==> src/rtl/uart_frame_cmd_ctrl.sv <==
// uart_frame_cmd_ctrl
//
// Byte-command controller sitting between the UART core and a single-port frame RAM
// (camera frame buffer). Received bytes are decoded in IDLE into pointer moves, pointer
// readback, single RAM reads/writes and paced read bursts. The pointer always stays
// below DEPTH and wraps DEPTH-1 -> 0.
//
// Parameters
//   ADDR_W     RAM address width; also the burst counter width
//   DEPTH      RAM words in use (DEPTH <= 2**ADDR_W)
//   SHORT_LEN  length of the 0xCC burst
//   GAP_CYC    idle cycles inserted between burst bytes (0 = back-to-back on tx_ready)
//
// Ports
//   clk_i        system clock
//   rst_i        asynchronous active-high reset
//   rx_valid_i   1-cycle pulse, rx_data_i holds a received byte
//   rx_data_i    received byte
//   tx_ready_i   UART transmitter idle, may accept tx_start_o
//   tx_start_o   1-cycle pulse, transmit tx_data_o
//   tx_data_o    byte to transmit, held until the next tx_start_o
//   ram_addr_o   RAM address (the internal pointer)
//   ram_wdata_o  RAM write data
//   ram_we_o     1-cycle RAM write strobe
//   ram_rdata_i  RAM read data, valid one clock after ram_addr_o changes
//   busy_o       high whenever the controller is not in IDLE
//
// Commands accepted in IDLE
//   0x00 pointer = 0          0xBB pointer + 1 (wrap)
//   0xFF send pointer[7:0]    0xFE send pointer[ADDR_W-1:8] zero-padded
//   0xA5 load 16-bit address (lo byte, then hi byte; >= DEPTH loads 0)
//   0xDD write next byte at pointer, then pointer + 1
//   0xAA read byte at pointer and send it
//   0xCC burst of SHORT_LEN   0x33 burst of DEPTH
//   0x55 aborts a pending send or burst; inside an address/data payload it is plain data.

module uart_frame_cmd_ctrl #(
  parameter int unsigned ADDR_W    = 15,
  parameter int unsigned DEPTH     = 19200,
  parameter int unsigned SHORT_LEN = 100,
  parameter int unsigned GAP_CYC   = 255
) (
  input  logic              clk_i,
  input  logic              rst_i,
  input  logic              rx_valid_i,
  input  logic [7:0]        rx_data_i,
  input  logic              tx_ready_i,
  output logic              tx_start_o,
  output logic [7:0]        tx_data_o,
  output logic [ADDR_W-1:0] ram_addr_o,
  output logic [7:0]        ram_wdata_o,
  output logic              ram_we_o,
  input  logic [7:0]        ram_rdata_i,
  output logic              busy_o
);

  // Wide enough to hold GAP_CYC-1, the first value loaded into the gap counter.
  localparam int unsigned GapW = (GAP_CYC > 1) ? $clog2(GAP_CYC) : 1;

  localparam logic [7:0] CmdPtrClr = 8'h00;
  localparam logic [7:0] CmdPtrInc = 8'hBB;
  localparam logic [7:0] CmdSendLo = 8'hFF;
  localparam logic [7:0] CmdSendHi = 8'hFE;
  localparam logic [7:0] CmdAddr   = 8'hA5;
  localparam logic [7:0] CmdWrite  = 8'hDD;
  localparam logic [7:0] CmdRead   = 8'hAA;
  localparam logic [7:0] CmdShort  = 8'hCC;
  localparam logic [7:0] CmdFull   = 8'h33;
  localparam logic [7:0] CmdAbort  = 8'h55;

  typedef enum logic [3:0] {
    StIdle,
    StAddrLo,
    StAddrHi,
    StWrData,
    StWrCommit,
    StRdWait,
    StTxWait,
    StBurstRd,
    StBurstTx,
    StBurstGap
  } state_e;

  state_e            state_q;
  logic [ADDR_W-1:0] ptr_q;
  logic [ADDR_W-1:0] cnt_q;
  logic [GapW-1:0]   gap_q;
  logic [7:0]        addr_lo_q;
  logic [7:0]        snd_q;
  logic              tx_start_q;
  logic [7:0]        tx_data_q;
  logic              ram_we_q;
  logic [7:0]        ram_wdata_q;

  logic [ADDR_W-1:0] ptr_inc;
  logic [15:0]       ld_val;
  logic              ld_ok;
  logic [7:0]        ptr_lo;
  logic [7:0]        ptr_hi;
  logic              abort;

  always_comb begin
    ptr_inc = (ptr_q == ADDR_W'(DEPTH - 1)) ? '0 : ptr_q + 1'b1;
    ld_val  = {rx_data_i, addr_lo_q};
    ld_ok   = 32'(ld_val) < DEPTH;
    ptr_lo  = 8'(ptr_q);
    ptr_hi  = 8'(ptr_q >> 8);
    abort   = rx_valid_i && (rx_data_i == CmdAbort);
  end

  always_ff @(posedge clk_i or posedge rst_i) begin
    if (rst_i) begin
      state_q     <= StIdle;
      ptr_q       <= '0;
      cnt_q       <= '0;
      gap_q       <= '0;
      addr_lo_q   <= '0;
      snd_q       <= '0;
      tx_start_q  <= 1'b0;
      tx_data_q   <= '0;
      ram_we_q    <= 1'b0;
      ram_wdata_q <= '0;
    end else begin
      // Strobes are single-cycle unless re-asserted below.
      tx_start_q <= 1'b0;
      ram_we_q   <= 1'b0;

      unique case (state_q)
        StIdle: begin
          if (rx_valid_i) begin
            case (rx_data_i)
              CmdPtrClr: ptr_q <= '0;
              CmdPtrInc: ptr_q <= ptr_inc;
              CmdSendLo: begin
                snd_q   <= ptr_lo;
                state_q <= StTxWait;
              end
              CmdSendHi: begin
                snd_q   <= ptr_hi;
                state_q <= StTxWait;
              end
              CmdAddr:  state_q <= StAddrLo;
              CmdWrite: state_q <= StWrData;
              CmdRead:  state_q <= StRdWait;
              CmdShort: begin
                cnt_q   <= ADDR_W'(SHORT_LEN - 1);
                state_q <= StBurstRd;
              end
              CmdFull: begin
                cnt_q   <= ADDR_W'(DEPTH - 1);
                state_q <= StBurstRd;
              end
              default: ;
            endcase
          end
        end

        // The low byte is held aside so the pointer never shows an out-of-range
        // intermediate value; the full address is committed with the high byte.
        StAddrLo: begin
          if (rx_valid_i) begin
            addr_lo_q <= rx_data_i;
            state_q   <= StAddrHi;
          end
        end

        StAddrHi: begin
          if (rx_valid_i) begin
            ptr_q   <= ld_ok ? ADDR_W'(ld_val) : '0;
            state_q <= StIdle;
          end
        end

        StWrData: begin
          if (rx_valid_i) begin
            ram_wdata_q <= rx_data_i;
            ram_we_q    <= 1'b1;
            state_q     <= StWrCommit;
          end
        end

        // ram_we_o is high during this cycle at the old pointer; advance afterwards.
        StWrCommit: begin
          ptr_q   <= ptr_inc;
          state_q <= StIdle;
        end

        StRdWait: begin
          snd_q   <= ram_rdata_i;
          state_q <= StTxWait;
        end

        StTxWait: begin
          if (abort) begin
            state_q <= StIdle;
          end else if (tx_ready_i) begin
            tx_start_q <= 1'b1;
            tx_data_q  <= snd_q;
            state_q    <= StIdle;
          end
        end

        // One cycle for ram_rdata_i to catch up with a freshly moved pointer.
        StBurstRd: begin
          state_q <= abort ? StIdle : StBurstTx;
        end

        StBurstTx: begin
          if (abort) begin
            state_q <= StIdle;
          end else if (tx_ready_i) begin
            tx_start_q <= 1'b1;
            tx_data_q  <= ram_rdata_i;
            ptr_q      <= ptr_inc;
            if (cnt_q == '0) begin
              state_q <= StIdle;
            end else begin
              cnt_q <= cnt_q - 1'b1;
              if (GAP_CYC == 0) begin
                state_q <= StBurstRd;
              end else begin
                gap_q   <= GapW'(GAP_CYC - 1);
                state_q <= StBurstGap;
              end
            end
          end
        end

        StBurstGap: begin
          if (abort) begin
            state_q <= StIdle;
          end else if (gap_q == '0) begin
            state_q <= StBurstRd;
          end else begin
            gap_q <= gap_q - 1'b1;
          end
        end

        default: state_q <= StIdle;
      endcase
    end
  end

  assign tx_start_o  = tx_start_q;
  assign tx_data_o   = tx_data_q;
  assign ram_addr_o  = ptr_q;
  assign ram_wdata_o = ram_wdata_q;
  assign ram_we_o    = ram_we_q;
  assign busy_o      = (state_q != StIdle);

endmodule

==> config.mk <==
export PLATFORM = sky130hd
export DESIGN_NAME = uart_frame_cmd_ctrl
export DESIGN_NICKNAME = d
export VERILOG_FILES = /design/src/rtl/uart_frame_cmd_ctrl.sv
export SDC_FILE = /design/constraint.sdc
export NUM_CORES = 1
export LEC_CHECK = 0
export ABC_AREA = 1
export BUFFER_PORTS_ARGS = -buffer_cell sky130_fd_sc_hd__buf_2
export CAP_MARGIN = 40
export CORE_MARGIN = 5
export CORE_UTILIZATION = 51
export CTS_CLUSTER_DIAMETER = 200
export DETAILED_ROUTE_END_ITERATION = 8
export PLACE_DENSITY_LB_ADDON = 0.08
export SYNTH_ARGS = -nofsm -noshare
export SYNTH_HDL_FRONTEND = slang
export SYNTH_SLANG_ARGS = --single-unit
export TNS_END_PERCENT = 10
==> constraint.sdc <==
create_clock -name clk_i -period 2.95 [get_ports clk_i]
set_clock_uncertainty 0.05 [all_clocks]
set_input_delay 0.59 -clock clk_i [delete_from_list [all_inputs] [get_ports clk_i]]
set_output_delay 0.59 -clock clk_i [all_outputs]
set_load 0.01 [all_outputs]
==> metrics.yaml, run 1 <==
cts:
  cts_sinks: 76
  cts_resized: 0
  clkSlewWorstSetupHoldPaths_ns: 0.08
  cts_root_buf: "clkbuf_8"
  clk_latency_ns: 0.36
  htreeDepth: 3
  clockBufferDepth: 2
  post_cts_buffers: 0
  ctsHoldBuffers: 0
  cts_tree: "yes"
  cts_buffers: 9
routing:
  wl_met1_um: 5657
  drtAntennaViolNets: 0
  top_layer_used: "met4"
  wl_met2_um: 5713
  routed_wl_um: 12220
  route.met3.wl_um: 690
  vias: 4581
  drt_drc_violations_left: 0
  drtIter0Drc: 224
  drt_first_pass_iters: 5
  drt-wirelength-per-cell_um: 13.98
  via_per_inst: 5.241
logic_synthesis:
  avgSynthCellArea_um2: 6.764
  ys_types: 31
  yosysSeqAreaShare: 0.3977
  syn_nets: 731
  synth-seq-cells: 76
  synth_top_cell_by_area: "dfrtp_1"
  synthXorXnorAreaFrac: 0.02381
  ys_warn_count: 0
  synthMuxAreaShare: 0
  netlist_area_um2: 4782
  synth_compound_area_frac: 0.1196
  synth.area.top_cells: "dfrtp_1 (40%), nand2_1 (20%), o21ai_0 (6.8%)"
  synth_top_cell_area_share: 0.3977
  syn_inst: 707
  yosys.area_share.adder: 0.01047
  synth_top_family_by_area: "simple AND/OR/NAND/NOR gates"
  synthSimpleGateAreaFrac: 0.3629
grt:
  grt_pass1_wl_um: 21020
  grt_max_degree: 54
  grt_overflow_total: 0
  grt_pass1_vias: 4402
  grt_use_total: 0.2275
  antenna_found_initial: 0
worst_setup_path:
  crit_type: "reg2out"
  cp_slowest_cell: "dfrtp_1"
  reg2regPathDepth: 10
  endpoint_kind: "primary output"
  cp_max_fo: 9
  critical_path_arrival_ns: 1.55
  required_ns: 2.31
  rrSetupSlack_ns: 0.79
  crit_path_max_incr_delay_ns: 0.45
  path_cells: "nor2_2 > inv_2 > nor2_4 > inv_1 > buf_2"
  critical-path-top-delay-family: "flip-flops"
  r2r_start: "state_q[1]"
  timing.rr.end: "ram_addr_o[9]"
  worst_setup_path_start_kind: "flop"
  critPathBufInv: 3
floorplan:
  dieArea_um2: 11410
  io_pins: 54
  rows: 35
  die_height_um: 106.8
  start_util: 0.5200
  fp.dieW_um: 106.8
  core_um2: 9196
timing:
  fin_crit_ns: 2.193
  setup_viol: 0
  tightest_slew_ns: 0.6006
  period_share: 0.7436
  slew_headroom: 0.5986
  worst_slack_ns: 0.7565
  hold_viol: 0
  final.setup.tns_ns: 0
  slew_violations: 0
  rsz0062_at_grt: "false"
  fmax_ghz: 0.4559
placed_design:
  place_congestion: 0.9703
  place_inst: 858
  portBuffers: 53
  preCtsSetupSlack_ns: 0.7432
  dpl.hpwl_um: 9036
final_layout:
  layout_commonest_cell: "nand2_1"
  nFillCells: 917
  regArea_um2: 1902
  syn_to_final_growth_pct: 11.46
  drive_above_1_share: 0.1376
  stdcell_count: 874
  nets: 782
  final_core_util: 0.5796
  layout_common_cells: "nand2_1 (251), dfrtp_1 (76), inv_1 (72)"
  multi_input_area_um2: 2471
  antenna_cells: 0
pwr:
  switching_share: 0.3859
  total_power_mw: 3.756
  power_leakage_nw: 2.827
  p_sw_mw: 1.449
  peakVddDrop_v: 0.0004086
  power_frac_comb: 0.339
  power.internal_mw: 2.306
  seq_power_share: 0.423
  power_per_cell_area_nw_per_um2: 704.6
  clock_power_share: 0.238
min_path:
  hold_path_class: "in2async"
status:
  status: "completed"
run:
  drv_cap: 0
cell type report:
cell class | count | share of cell area
multi-input combinational | 535 | 0.4636
sequential | 76 | 0.3568
timing repair buffer | 56 | 0.05634
inverter | 80 | 0.05634
clock buffer | 12 | 0.02723
tap | 111 | 0.02606
clock inverter | 4 | 0.01362
worst max path at each step:
stage / from / to / slack, ns / depth (start not counted)
floorplan: rst_i / addr_lo_q[0] / 0.37 / 1
global placement: rx_data_i[7] / ram_addr_o[1] / 0.77 / 11
detailed placement: rx_data_i[7] / ram_addr_o[1] / 0.74 / 11
CTS: state_q[3] / busy_o / 0.73 / 5
global route: state_q[1] / ram_addr_o[9] / 0.52 / 10
finish: state_q[3] / busy_o / 0.76 / 5
power by group through the flow:
stage | combinational, mW | clock [mW] | sequential, mW
after CTS | 1.28 | 0.915 | 1.59
after global routing | 1.45 | 0.966 | 1.64
after floorplan | 0.836 | 0 | 1.63
after detailed placement | 1.27 | 0 | 1.61
final | 1.27 | 0.894 | 1.59
after global placement | 1.25 | 0 | 1.60
flip-flops by register name, summed over array words and instances, names as in the netlist:
signal	flops
addr_lo_q	8
cnt_q	15
gap_q	8
ram_addr_o	15
ram_wdata_o	8
ram_we_o	1
snd_q	8
state_q	4
tx_data_o	8
tx_start_o	1
synthesized netlist by cell type (all sizes together):
cell and n:
a21oi 15, a311o 1, a31o 1, and3 1
buf 13, clkbuf 3, dfrtp 76, ha 4
inv 80, nand2 263, nand2b 1, nand3 50
nand4 9, nor2 78, nor3 9, nor3b 1
o21a 9, o21ai 79, or2 1, xnor2 4
xor2 9
stage by stage:
step	hold WS (ns)	area [um2]
final	0.2190	5330
after global routing	0.2485	5330
after CTS	0.2245	5330
after detailed placement	0.4107	5112
after global placement	0.4060	5112
after floorplan	0.3938	4782
metal layers:
layer / up-vias / GRT usage
met1: 2095 / 0.3047
met4: 0 / 0.06758
met2: 134 / 0.3660
li1: 2339 / -
met5: - / 0
met3: 13 / 0.05599
cells by family after synthesis:
logic type | after synthesis
flops | 76
simple gates | 413
fa+ha+maj | 4
compound gates | 105
buf+inv | 96
xor+xnor | 13
(Power assumes the default switching activity.)
==> run 2, diff against run 1 <==
Settings changed: ABC_AREA 1 to 0.
Clock period 2.95 ns to 2.1 ns, I/O delays scaled along.
==> metrics.yaml, run 2 <==
placed_design:
  placed_cell_area_um2: 5239  # was 5112 um2
  dpl.hpwl_um: 8176  # was 9036 um
  preCtsSetupSlack_ns: -0.2972  # was 0.7432 ns
  place_congestion: 0.9167  # was 0.9703
  portBuffers: 53  # unchanged
  place_inst: 677  # was 858
final_layout:
  multi_input_area_um2: 2331  # was 2471 um2
  drive_above_1_share: 0.3339  # was 0.1376
  nets: 615  # was 782
  antenna_cells: 0  # unchanged
  design_area_um2: 5610  # was 5330 um2
  layout_commonest_cell: "buf_4"  # was nand2_1
  regArea_um2: 1906  # was 1902 um2
  final_core_util: 0.6760  # was 0.5796
  syn_to_final_growth_pct: 28.52  # was 11.46%
  nFillCells: 691  # was 917
  stdcell_count: 701  # was 874
  layout_common_cells: "buf_4 (80), dfrtp_1 (73), buf_2 (53)"  # was nand2_1 (251), dfrtp_1 (76), inv_1 (72)
logic_synthesis:
  synth_top_cell_area_share: 0.4357  # was 0.3977
  synth_compound_area_frac: 0.1966  # was 0.1196
  synth_top_family_by_area: "simple AND/OR/NAND/NOR gates"  # unchanged
  ys_warn_count: 0  # unchanged
  syn_nets: 497  # was 731
  netlist_top_cells_count: "dfrtp_1 (76), nand2_1 (48), o21ai_0 (48)"  # was nand2_1 (251), dfrtp_1 (76), inv_1 (73)
  yosysMostFrequentCell: "dfrtp_1"  # was nand2_1
  syn_inst: 473  # was 707
  netlist_area_um2: 4365  # was 4782 um2
  synthMuxAreaShare: 0.07337  # was 0
  synth.area.top_cells: "dfrtp_1 (44%), o21ai_0 (5.5%), mux2_2 (4.1%)"  # was dfrtp_1 (40%), nand2_1 (20%), o21ai_0 (6.8%)
  async_flop_share: 1.000  # unchanged
  ys_types: 62  # was 31
  synth_top_cell_by_area: "dfrtp_1"  # unchanged
  synth-seq-cells: 76  # unchanged
  ys_dominant_reg_cell: "dfrtp_1"  # unchanged
  yosysSeqAreaShare: 0.4357  # was 0.3977
  avgSynthCellArea_um2: 9.229  # was 6.764 um2
  synthXorXnorAreaFrac: 0.02408  # was 0.02381
  synth-edff-count: 0  # unchanged
  yosys.area_share.adder: 0.01146  # was 0.01047
  synthSimpleGateAreaFrac: 0.2078  # was 0.3629
routing:
  drtIter0Drc: 276  # was 224
  routed_wl_um: 11490  # was 12220 um
  drt-wirelength-per-cell_um: 16.39  # was 13.98 um
  drtAntennaViolNets: 0  # unchanged
  vias: 4049  # was 4581
  via_per_inst: 5.776  # was 5.241
  drt_drc_violations_left: 0  # unchanged
  drt_first_pass_iters: 5  # unchanged
pwr:
  power_per_cell_area_nw_per_um2: 934.0  # was 704.6 nW/um2
  seq_power_share: 0.366  # was 0.423
  switching_share: 0.3466  # was 0.3859
  power_leakage_nw: 2.737  # was 2.827 nW
  peakVddDrop_v: 0.0004846  # was 0.0004086 V
  clock_power_share: 0.234  # was 0.238
  p_sw_mw: 1.816  # was 1.449 mW
  power.internal_mw: 3.424  # was 2.306 mW
  power_frac_comb: 0.400  # was 0.339
worst_setup_path:
  cp_slowest_cell: "dfrtp_1"  # unchanged
  critical_path_arrival_ns: 2.44  # was 1.55 ns
  worst_setup_path_start_kind: "flop"  # unchanged
  rrSetupSlack_ns: -0.15  # was 0.79 ns
  critPathBufInv: 2  # was 3
  crit_type: "reg2reg"  # was reg2out
  cp_max_fo: 8  # was 9
  endpoint_kind: "flop"  # was primary output
  crit_path_max_incr_delay_ns: 0.38  # was 0.45 ns
  required_ns: 2.29  # was 2.31 ns
  path_cells: "inv_1 > ha_2 > or3b_4 > or3_4 > o211ai_4 > buf_6 > nand2_4 > a22o_1"  # was nor2_2 > inv_2 > nor2_4 > inv_1 > buf_2
  critical-path-top-delay-family: "simple AND/OR/NAND/NOR gates"  # was flip-flops
cts:
  cts_buffers: 9  # unchanged
  ctsHoldBuffers: 0  # unchanged
  cts_root_buf: "clkbuf_8"  # unchanged
  clockBufferDepth: 2  # unchanged
  cts_sinks: 76  # unchanged
  htreeDepth: 3  # unchanged
  clk_latency_ns: 0.35  # was 0.36 ns
  clkSlewWorstSetupHoldPaths_ns: 0.08  # about the same
  cts_tree: "yes"  # unchanged
timing:
  worst_slack_ns: -0.1529  # was 0.7565 ns
  fmax_ghz: 0.4439
  hold_viol: 0  # unchanged
  period_share: 1.073
  final.setup.tns_ns: -2.222  # was 0 ns
  slew_violations: 0  # unchanged
  setup_viol: 25  # was 0
  fin_crit_ns: 2.253
  tightest_slew_ns: 0.4351  # was 0.6006 ns
  rsz0062_at_grt: "true"  # was false
  slew_headroom: 0.7058  # was 0.5986
grt:
  antenna_found_initial: 0  # unchanged
  grt_pass1_wl_um: 19160  # was 21020 um
  grt_use_total: 0.2291  # was 0.2275
  grt_max_degree: 77  # was 54
  grt_overflow_total: 0  # unchanged
  grt_pass1_vias: 3959  # was 4402
floorplan:
  fp.dieW_um: 102.5  # was 106.8 um
  rows: 33  # was 35
  start_util: 0.5260  # was 0.5200
  io_pins: 54  # unchanged
  core_um2: 8299  # was 9196 um2
  dieArea_um2: 10510  # was 11410 um2
  die_height_um: 102.5  # was 106.8 um
run:
  drv_cap: 0  # unchanged
status:
  violations: "setup timing"
  status: "finished, violations left"  # was completed
min_path:
  hold_path_class: "in2async"  # unchanged
-- run 2: logic make-up (layout without fill, tap and decap cells) --
| kind of cell | after synthesis | after routing |
|---|---|---|
| flip-flops | 76 | 76 |
| buffers and inverters | 52 | 174 |
| AO/OA/AOI/OAI | 130 | 130 |
| AND/OR/NAND/NOR | 169 | 170 |
| XOR/XNOR | 12 | 12 |
| multiplexers | 30 | 30 |
| adder cells (fa/ha/maj) | 4 | 4 |
-- run 2: through the flow --
step	hold WS (ns)	total power, mW
after floorplan	0.3992	3.018
after global placement	0.4054	3.845
final	0.1008	5.240
after CTS	0.1447	5.187
after detailed placement	0.4162	3.895
after global routing	0.1503	5.570
-- run 2: final timing paths --
path	from	to	depth (start not counted)
min in group clk_i	tx_ready_i	cnt_q[0]	2
max reg2reg	cnt_q[1]	cnt_q[14]	8
max	cnt_q[1]	cnt_q[14]	8
max in group asynchronous	rst_i	state_q[2]	3
min	rst_i	tx_start_o	3
min reg2reg	snd_q[3]	snd_q[3]	2
-- run 2: cell type report --
cell class | instances | area share
Inverter | 19 | 0.01338
Clock inverter | 5 | 0.01338
Timing Repair Buffer | 139 | 0.1695
Clock buffer | 11 | 0.02520
Tap cell | 105 | 0.02342
Sequential cell | 76 | 0.3397
Multi-Input combinational cell | 346 | 0.4155
-- run 2: what timing repair did --
action | in CTS | in global routing
buffers inserted | 4 | 3
gates resized for setup | 12 | 15
pin swaps | 10 | 3
cloned | 1 | 0
setup endpoints to repair | 25 | 49
-- run 2: power groups by stage --
stage / clock network (mW) / registers (mW) / logic, mW
3_5_place_dp: 0 / 1.93 / 1.96
5_1_grt: 1.32 / 1.95 / 2.30
3_3_place_gp: 0 / 1.92 / 1.93
2_1_floorplan: 0 / 2.01 / 1.01
4_1_cts: 1.24 / 1.91 / 2.04
6_report: 1.23 / 1.92 / 2.09
-- run 2: layer usage --
| layer | part of all wire | track usage | vias to the layer above |
|---|---|---|---|
| met5 | 0 | 0 | - |
| met4 | 0.0095 | 0.05752 | 0 |
| met3 | 0.059 | 0.03383 | 10 |
| met2 | 0.44 | 0.3505 | 146 |
| met1 | 0.49 | 0.3424 | 1909 |
| li1 | - | - | 1984 |
-- run 2: worst min-delay path: cells and delay by family --
family	cells	cell delay, ns
buf+inv	3	0.50
==> run 3, diff against run 2 <==
--- a/config.mk
+++ b/config.mk
@@ -9,5 +9,5 @@
 export BUFFER_PORTS_ARGS = -buffer_cell sky130_fd_sc_hd__buf_2
 export CAP_MARGIN = 40
-export CORE_MARGIN = 5
+export CORE_MARGIN = 3
 export CORE_UTILIZATION = 51
 export CTS_CLUSTER_DIAMETER = 200
==> constraint.sdc (replaced) <==
create_clock -name clk_i -period 2.1 [get_ports clk_i]
set_clock_uncertainty 0.05 [all_clocks]
set_input_delay 0.105 -clock clk_i [delete_from_list [all_inputs] [get_ports clk_i]]
set_output_delay 0.105 -clock clk_i [all_outputs]
set_load 0.01 [all_outputs]
==> metrics.yaml, run 3 (synthesis results as in run 2) <==
routing:
  drtAntennaViolNets: 0  # unchanged
  vias: 4077  # was 4049
  drt_drc_violations_left: 0  # unchanged
  via_per_inst: 6.004  # was 5.776
  drt-wirelength-per-cell_um: 16.99  # was 16.39 um
  drt_first_pass_iters: 5  # unchanged
  routed_wl_um: 11540  # was 11490 um
  drtIter0Drc: 269  # was 276
timing:
  hold_viol: 0  # unchanged
  fin_crit_ns: 2.183  # was 2.253 ns
  rsz0062_at_grt: "true"  # unchanged
  whs_ns: 0.01715  # was 0.1008 ns
  worst_slack_ns: -0.08319  # was -0.1529 ns
  slew_violations: 0  # unchanged
  period_share: 1.040  # was 1.073
  tightest_slew_ns: 0.4920  # was 0.4351 ns
  setup_viol: 17  # was 25
  fmax_ghz: 0.4580  # was 0.4439 GHz
  final.setup.tns_ns: -0.8120  # was -2.222 ns
  slew_headroom: 0.6690  # was 0.7058
final_layout:
  nets: 593  # was 615
  drive_above_1_share: 0.2944  # was 0.3339
  layout_common_cells: "dfrtp_1 (74), buf_4 (56), buf_2 (53)"  # was buf_4 (80), dfrtp_1 (73), buf_2 (53)
  final_core_util: 0.6618  # was 0.6760
  layout_commonest_cell: "dfrtp_1"  # was buf_4
  syn_to_final_growth_pct: 25.19  # was 28.52%
  antenna_cells: 0  # unchanged
pwr:
  power_leakage_nw: 2.626  # was 2.737 nW
  power_per_cell_area_nw_per_um2: 956.0  # was 934.0 nW/um2
  peakVddDrop_v: 0.0004564  # was 0.0004846 V
floorplan:
  core_um2: 8258  # was 8299 um2
  dieArea_um2: 9706  # was 10510 um2
  rows: 33  # unchanged
  start_util: 0.5286  # was 0.5260
  io_pins: 54  # unchanged
  die_height_um: 98.52  # was 102.5 um
  fp.dieW_um: 98.52  # was 102.5 um
worst_setup_path:
  crit_type: "reg2reg"  # unchanged
  endpoint_kind: "flop"  # unchanged
  critical_path_arrival_ns: 2.37  # was 2.44 ns
  crit_path_max_incr_delay_ns: 0.39  # was 0.38 ns
  critPathBufInv: 3  # was 2
  critical-path-top-delay-family: "simple AND/OR/NAND/NOR gates"  # unchanged
  cp_slowest_cell: "or3b_4"  # was dfrtp_1
  required_ns: 2.29  # about the same
  path_cells: "inv_1 > ha_1 > or3b_4 > or3_4 > o211ai_4 > buf_12 > buf_6 > nor3_2 > xnor2_1 > nand2_1"  # was inv_1 > ha_2 > or3b_4 > or3_4 > o211ai_4 > buf_6 > nand2_4 > a22o_1
  cp_max_fo: 7  # was 8
  worst_setup_path_start_kind: "flop"  # unchanged
cts:
  cts_tree: "yes"  # unchanged
  clockBufferDepth: 2  # unchanged
  clk_latency_ns: 0.35  # about the same
  cts_buffers: 9  # unchanged
  htreeDepth: 3  # unchanged
  cts_root_buf: "clkbuf_8"  # unchanged
  clkSlewWorstSetupHoldPaths_ns: 0.09  # was 0.08 ns
  cts_sinks: 76  # unchanged
placed_design:
  dpl.hpwl_um: 7967  # was 8176 um
  portBuffers: 53  # unchanged
  place_congestion: 0.8668  # was 0.9167
grt:
  grt_pass1_vias: 3870  # was 3959
  grt_max_degree: 77  # unchanged
  antenna_found_initial: 0  # unchanged
  grt_pass1_wl_um: 19410  # was 19160 um
  grt_use_total: 0.2452  # was 0.2291
  grt_overflow_total: 0  # unchanged
status:
  violations: "setup timing"  # unchanged
  status: "finished, violations left"  # unchanged
run:
  drv_cap: 0  # unchanged
min_path:
  hold_path_class: "in2reg"  # was in2async
==> run 3: worst paths after layout <==
kind	start	slack (ns)	cells past startpoint	end
worst max-delay path	cnt_q[1]	-0.08	10	cnt_q[5]
worst min-delay path	ram_rdata_i[6]	0.02	3	tx_data_o[6]
worst max register to register	cnt_q[1]	-0.08	10	cnt_q[5]
worst min register to register	tx_data_o[5]	0.43	2	tx_data_o[5]
max in group asynchronous	rst_i	1.32	4	state_q[2]
min in group asynchronous	rst_i	0.32	4	tx_data_o[4]
==> run 3: area by class of cell <==
type,count,area (um2)
tap,105,131.4
multi-input combinational,346,2318
fill,703,2793
clock buffer,10,127.6
timing repair buffer,117,799.5
sequential,76,1904
inverter,19,71.32
clock inverter,6,112.6
==> run 3: worst reg2reg max path: cells and delay by family (launching register included) <==
| family | cells | cell delay, ns |
|---|---|---|
| xor+xnor | 1 | 0.14 |
| fa+ha+maj | 1 | 0.16 |
| compound gates | 1 | 0.19 |
| flops | 1 | 0.38 |
| simple gates | 4 | 0.86 |
| buf+inv | 3 | 0.31 |
==> run 3: metal layers <==
layer | part of all wire | track usage | vias up
li1 | - | - | 1931
met5 | 0 | 0 | -
met3 | 0.065 | 0.04529 | 13
met4 | 0.012 | 0.06828 | 0
met1 | 0.48 | 0.3673 | 1976
met2 | 0.45 | 0.3651 | 157
==> run 3: per-stage QoR <==
step	cells	setup WS, ns	total power, mW	area, um2
2_1_floorplan	473	-0.2070	3.047	4374
3_3_place_gp	657	-0.1466	3.779	5087
3_5_place_dp	657	-0.1951	3.822	5087
4_1_cts	679	-0.06284	5.203	5410
5_1_grt	679	-0.1946	5.537	5465
6_report	679	-0.08319	5.225	5465
==> run 3: what timing repair did <==
item | 4_1_cts | 5_1_grt
hold endpoints to repair | 77 | 0
gates resized for setup | 6 | 12
pin swaps | 2 | 0
setup buffers | 3 | 0
cloned | 1 | 0
hold buffers | 2 | 0
setup endpoints to repair | 24 | 57
==> run 3: power breakdown <==
group          switching [mW]  internal [mW]
clock                   0.567          0.790
sequential              0.214           1.73
combinational            1.02          0.903
